==> config.mk <==
export PLATFORM = sky130hd
export DESIGN_NAME = mtm_alu_serializer
export DESIGN_NICKNAME = d
export VERILOG_FILES = /design/src/rtl/mtm_Alu_pkg.sv /design/src/rtl/mtm_Alu_crc3.sv /design/src/rtl/mtm_alu_serializer.sv
export SDC_FILE = /design/constraint.sdc
export NUM_CORES = 1
export LEC_CHECK = 0
export ABC_CLOCK_PERIOD_IN_PS = 3000
export BUFFER_PORTS_ARGS = -buffer_cell sky130_fd_sc_hd__buf_4
export CAP_MARGIN = 20
export CORE_MARGIN = 1
export CORE_UTILIZATION = 50
export DETAILED_ROUTE_END_ITERATION = 6
export HOLD_SLACK_MARGIN = 0.02
export PLACE_DENSITY = 0.72
export REMOVE_ABC_BUFFERS = 1
export SETUP_SLACK_MARGIN = 0.5
export SLEW_MARGIN = 5
export SYNTH_ARGS = -nofsm -noshare
export SYNTH_HDL_FRONTEND = slang
export SYNTH_SLANG_ARGS = --single-unit
==> constraint.sdc <==
create_clock -name clk -period 3 [get_ports clk]
set_clock_uncertainty 0.2 [all_clocks]
set_input_delay 0.75 -clock clk [delete_from_list [all_inputs] [get_ports clk]]
set_output_delay 0.75 -clock clk [all_outputs]
set_load 0.01 [all_outputs]
==> src/rtl/mtm_Alu_pkg.sv <==
// Shared constants for the MTM ALU serial output path: FSM encodings,
// frame type bits, the CRC-3 polynomial and the result packet length.
package mtm_Alu_pkg;

  // Gray-coded so that each step along the frame sequence flips one bit.
  typedef enum logic [2:0] {
    ST_IDLE  = 3'b000,
    ST_START = 3'b001,
    ST_TYPE  = 3'b011,
    ST_DATA  = 3'b010,
    ST_STOP  = 3'b110
  } state_t;

  localparam logic       FRAME_DATA = 1'b0;
  localparam logic       FRAME_CTL  = 1'b1;
  localparam logic [2:0] CRC3_POLY  = 3'b011;
  localparam logic [2:0] RES_FRAMES = 3'd5;
  localparam int         CRC_IN_W   = 37;

  // Error byte duplicates each flag, so the trailing even-parity bit
  // always comes out as 1; it is still computed to keep the intent visible.
  function automatic logic [7:0] err_byte(input logic [2:0] e);
    logic [6:0] hi;
    hi = {1'b1, e[2], e[2], e[1], e[1], e[0], e[0]};
    return {hi, ^hi};
  endfunction

endpackage

==> src/rtl/mtm_Alu_crc3.sv <==
// Combinational CRC-3 (x^3+x+1, init 0, no final XOR) over a 37-bit word,
// MSB first. Shared with the ALU core for its reference checks.
module mtm_Alu_crc3
  import mtm_Alu_pkg::*;
(
  input  logic [CRC_IN_W-1:0] data,
  output logic [2:0]          crc
);

  logic [2:0] acc;
  logic       fb;

  always_comb begin
    acc = 3'b000;
    fb  = 1'b0;
    for (int i = CRC_IN_W - 1; i >= 0; i--) begin
      fb  = acc[2] ^ data[i];
      acc = {acc[1:0], 1'b0} ^ (fb ? CRC3_POLY : 3'b000);
    end
    crc = acc;
  end

endmodule

==> src/rtl/mtm_alu_serializer.sv <==
// Serializes one ALU result (4 data frames + control frame with CRC-3) or
// one error report (single control frame) onto sout, 11-bit frames.
//
// state | meaning
// IDLE  | line high, waiting for res_valid / err_valid
// START | start bit 0
// TYPE  | frame type bit (data / control)
// DATA  | 8 payload bits, MSB first, bit_cnt 7 -> 0
// STOP  | stop bit 1, then next frame or back to IDLE
module mtm_alu_serializer
  import mtm_Alu_pkg::*;
(
  input  logic        clk,
  input  logic        rst,
  input  logic        res_valid,
  input  logic [31:0] C_in,
  input  logic [3:0]  flags_in,
  input  logic        err_valid,
  input  logic [2:0]  err_flags,
  output logic        sout,
  output logic        busy
);

  state_t      state;
  state_t      state_nx;
  logic [31:0] c_q;
  logic [3:0]  flags_q;
  logic [2:0]  err_q;
  logic        is_err_q;
  logic [2:0]  bit_cnt;
  logic [2:0]  frame_cnt;
  logic [2:0]  crc;
  logic [7:0]  byte_sel;
  logic        sout_d;
  logic        busy_d;
  logic        accept;

  mtm_Alu_crc3 u_crc3 (
    .data ({c_q, 1'b0, flags_q}),
    .crc  (crc)
  );

  // The busy register lags the FSM by one cycle, so both must show idle.
  assign accept = (state == ST_IDLE) && !busy && (res_valid || err_valid);

  always_ff @(posedge clk or negedge rst) begin
    if (!rst) begin
      state <= ST_IDLE;
      sout  <= 1'b1;
      busy  <= 1'b0;
    end else begin
      state <= state_nx;
      sout  <= sout_d;
      busy  <= busy_d;
    end
  end

  always_ff @(posedge clk or negedge rst) begin
    if (!rst) begin
      c_q       <= '0;
      flags_q   <= '0;
      err_q     <= '0;
      is_err_q  <= 1'b0;
      frame_cnt <= '0;
      bit_cnt   <= '0;
    end else begin
      if (accept) begin
        is_err_q <= err_valid;
        if (err_valid) begin
          err_q     <= err_flags;
          frame_cnt <= 3'd0;
        end else begin
          c_q       <= C_in;
          flags_q   <= flags_in;
          frame_cnt <= RES_FRAMES - 3'd1;
        end
      end else if (state == ST_STOP && frame_cnt != 3'd0) begin
        frame_cnt <= frame_cnt - 3'd1;
      end
      if (state == ST_TYPE) begin
        bit_cnt <= 3'd7;
      end else if (state == ST_DATA) begin
        bit_cnt <= bit_cnt - 3'd1;
      end
    end
  end

  always_comb begin
    state_nx = state;
    case (state)
      ST_IDLE:  if (accept) state_nx = ST_START;
      ST_START: state_nx = ST_TYPE;
      ST_TYPE:  state_nx = ST_DATA;
      ST_DATA:  if (bit_cnt == 3'd0) state_nx = ST_STOP;
      ST_STOP:  state_nx = (frame_cnt != 3'd0) ? ST_START : ST_IDLE;
      default:  state_nx = ST_IDLE;
    endcase
  end

  // frame_cnt counts remaining frames; zero always means the control frame.
  always_comb begin
    byte_sel = 8'h00;
    if (is_err_q) begin
      byte_sel = err_byte(err_q);
    end else begin
      case (frame_cnt)
        3'd4:    byte_sel = c_q[31:24];
        3'd3:    byte_sel = c_q[23:16];
        3'd2:    byte_sel = c_q[15:8];
        3'd1:    byte_sel = c_q[7:0];
        default: byte_sel = {1'b0, flags_q, crc};
      endcase
    end
  end

  always_comb begin
    sout_d = 1'b1;
    busy_d = (state != ST_IDLE);
    case (state)
      ST_START: sout_d = 1'b0;
      ST_TYPE:  sout_d = (frame_cnt == 3'd0) ? FRAME_CTL : FRAME_DATA;
      ST_DATA:  sout_d = byte_sel[bit_cnt];
      default:  sout_d = 1'b1;
    endcase
  end

endmodule

==> out/results.ini <==
[global_routing]
gr-total-overflow=0
grt_use_met3_pct=4.82
grtUsageTotal_pct=20.9
busiest_layer=met2
grt_max_degree=52
grt_pass1_wl_um=9760
met2_usage_pct=33.0
grt_pass1_vias=1986
antenna_found_initial=0
met1_usage_pct=28.0

[pwr]
vdd_drop_max_v=0.00100
powerDensity_nw_per_um2=1600
p_switching_mw=1.97
power_switching_share_pct=35.6
p_leak_nw=1.56
power_frac_comb_pct=64.3
clockPowerShare_pct=9.0
p_seq_share_pct=26.7
p_int_mw=3.56

[route]
drt-initial-drc-count=146
drc=0
wl_per_cell_um=16.0
viasPerCell=5.60
firstDrtPassIters=4
via_count=2023
routed_wl_um=5760
drt.antenna.violating_nets=0

[flow_run]
timing.max_cap.violations=0

[sta]
hold_slack_ns=0.247
setup_viol=0
slew_headroom_pct=57.7
rsz0062_at_grt=no
fin_setup_tns_ns=0
worst_slack_ns=0.635
fin_crit_ns=2.37
max_freq_mhz=423
min_period_over_period_pct=78.8
worst_slew_pin_slew_ns=0.634
drv_slew=0
hold_viol=0

[die]
rows=27
start_util_pct=52.0
die-area_um2=6070
coreArea_um2=5540
die_y_um=77.9
die_w_um=77.9
ios=45

[yosys]
synth_cell_type_count=44
async_reset_ff_share_pct=100
synth.top_cell.area_share_pct=43.4
syn-cell-area_um2=2880
synth_edf_count=0
syn_avg_cell_area_um2=12.0
syn_inst=241
synth_top_area_cell=dfrtp_1
synth_seq_cells=51
yosysWarnings=0
synthTopCellsByArea=dfrtp_1, mux2_2, xnor2_1
ys.flop_type=dfrtp_1
yosysSeqAreaShare_pct=44.3

[worst_setup_path]
max_stage_delay_ns=0.46
end_kind=flip-flop
ff2ff_setup_slack_ns=0.63
crit_slowest_cell=xnor3_2
critPathMaxFanout=3
cp_cell_sequence=xor2_2 > xnor3_2 > buf_4 > xnor3_1 > o2111ai_2 > nand3_1 > a32oi_1
timing.rr.start=c_q[22]
critPathLaunchType=flip-flop
crit_arrival_ns=2.40
criticalPathCategory=reg2reg
reg2regPathDepth=7
crit_family=XOR/XNOR gates
worstReg2RegEnd=sout
crit_buf_inv=1
crit_required_ns=3.04

[final_layout]
drive_gt1_share_pct=36.7
seq_area_um2=1280
fillers=459
finalNetCount=338
fin_util_pct=62.4
antennaDiodeCount=0
area_growth_pct=19.9
multi_input_area_um2=1560

[placed_design]
globalplace.congestion=0.895
dp_hpwl_um=4240
portBuffers=44
pre_cts_slack_ns=0.490

[clock_tree]
cts.clk_slew.worst_paths_ns=0.09
cts.htree.levels=2
root_buffer=clkbuf_8
cts_buffers=5
cts_max_path_buffers=2
cts_tree=built
cts.sinks=51
clock_latency_ns=0.32

[outcome]
outcome=complete, no violations

[min_path]
hold_path.class=in2async

## registers in the layout, summed over array words and instances, names as in the netlist
signal and count:
flags_q 4, bit_cnt 3, frame_cnt 3, err_q 3
state 3, c_q 32, is_err_q 1, busy 1
sout 1
## per-stage QoR
step | power, mW | cells | instance area [µm²]
floorplan | 4.23 | 232 | 2820
global placement | 4.81 | 350 | 3270
detailed placement | 4.85 | 350 | 3270
CTS | 5.50 | 360 | 3430
global route | 5.87 | 361 | 3460
finish | 5.54 | 361 | 3460
## how the worst max path moves through the flow
stage	start	to	slack [ns]	depth (start not counted)
floorplan	state[2]	c_q[0]	-2.21	3
global placement	frame_cnt[0]	sout	0.55	9
detailed placement	frame_cnt[0]	sout	0.49	9
CTS	frame_cnt[0]	sout	0.50	9
global route	frame_cnt[1]	sout	0.52	9
finish	c_q[22]	sout	0.63	7
## placed cells by master, fill, tap and decap left out, types with 2 or more instances in the layout
cell type | Yosys | final
or3_1 | 2 | 2
inv_1 | 8 | 7
o31ai_1 | 2 | 2
buf_4 | 0 | 48
xnor3_1 | 7 | 7
a22oi_1 | 10 | 10
nor2_1 | 16 | 16
mux2i_1 | 2 | 2
nand3_1 | 5 | 5
a21oi_1 | 9 | 9
o21ai_0 | 5 | 5
mux2_2 | 37 | 37
xnor2_1 | 22 | 22
nor2b_1 | 5 | 4
dfrtp_1 | 50 | 50
ha_1 | 7 | 7
xor2_1 | 6 | 5
o21a_1 | 2 | 2
clkbuf_8 | 1 | 6
nand2_1 | 7 | 7
o2111ai_1 | 4 | 3
nand2b_1 | 2 | 2
and3_1 | 3 | 3
## worst reg2reg max path: stages, from the launching register on
cell and delay [ns]:
dfrtp_1 0.43, xor2_2 0.20, xnor3_2 0.46, buf_4 0.16
xnor3_1 0.35, o2111ai_2 0.20, nand3_1 0.10, a32oi_1 0.20
## repair_timing
| item | in CTS | in global routing |
|---|---|---|
| pin swaps | 2 | 2 |
| hold buffers | 0 | 0 |
| resized for setup | 4 | 6 |
| buffers inserted | 2 | 1 |
| setup endpoints to repair | 1 | 1 |
| hold endpoints to repair | 0 | 0 |
## layer usage
metal | part of all wire [%] | vias to the layer above
li1 | - | 955
met1 | 46 | 997
met2 | 47 | 59
met3 | 5.4 | 12
met4 | 1.8 | 0
met5 | 0 | -
## cell families after synthesis
family	share of synthesized area [%]
DFF	44.3
and+or+nand+nor	8.25
AOI/OAI and AO/OA	10.4
muxes	15.1
xor gates and xnor gates	15.6
buffers and inverters	3.26
adders and majority gates	3.04
## cell usage after synthesis, drive strengths merged, types with 3 or more instances
| cell | count |
|---|---|
| inv | 8 |
| a22oi | 10 |
| and3 | 3 |
| xnor2 | 22 |
| xor2 | 6 |
| mux2 | 37 |
| clkbuf | 3 |
| nand3 | 5 |
| nor2 | 16 |
| xnor3 | 8 |
| o21ai | 6 |
| dfrtp | 50 |
| buf | 6 |
| ha | 7 |
| o2111ai | 4 |
| nor2b | 5 |
| a21oi | 9 |
| nand2 | 7 |
## power by group through the flow
stage	sequential [mW]	combinational (mW)	clock, mW
floorplan	1.33	2.90	0
global placement	1.47	3.34	0
detailed placement	1.48	3.37	0
CTS	1.47	3.53	0.508
global route	1.53	3.82	0.525
finish	1.48	3.56	0.498
## area by class of cell
class                           instances  area share, %
Timing Repair Buffer                   49           11.0
Inverter                                8          0.869
Sequential cell                        51           37.0
Tap cell                               72           2.61
Clock inverter                          2           1.01
Multi-Input combinational cell        173           45.1
Clock buffer                            6           2.39
Note: power is estimated with default switching activity, not from simulation.
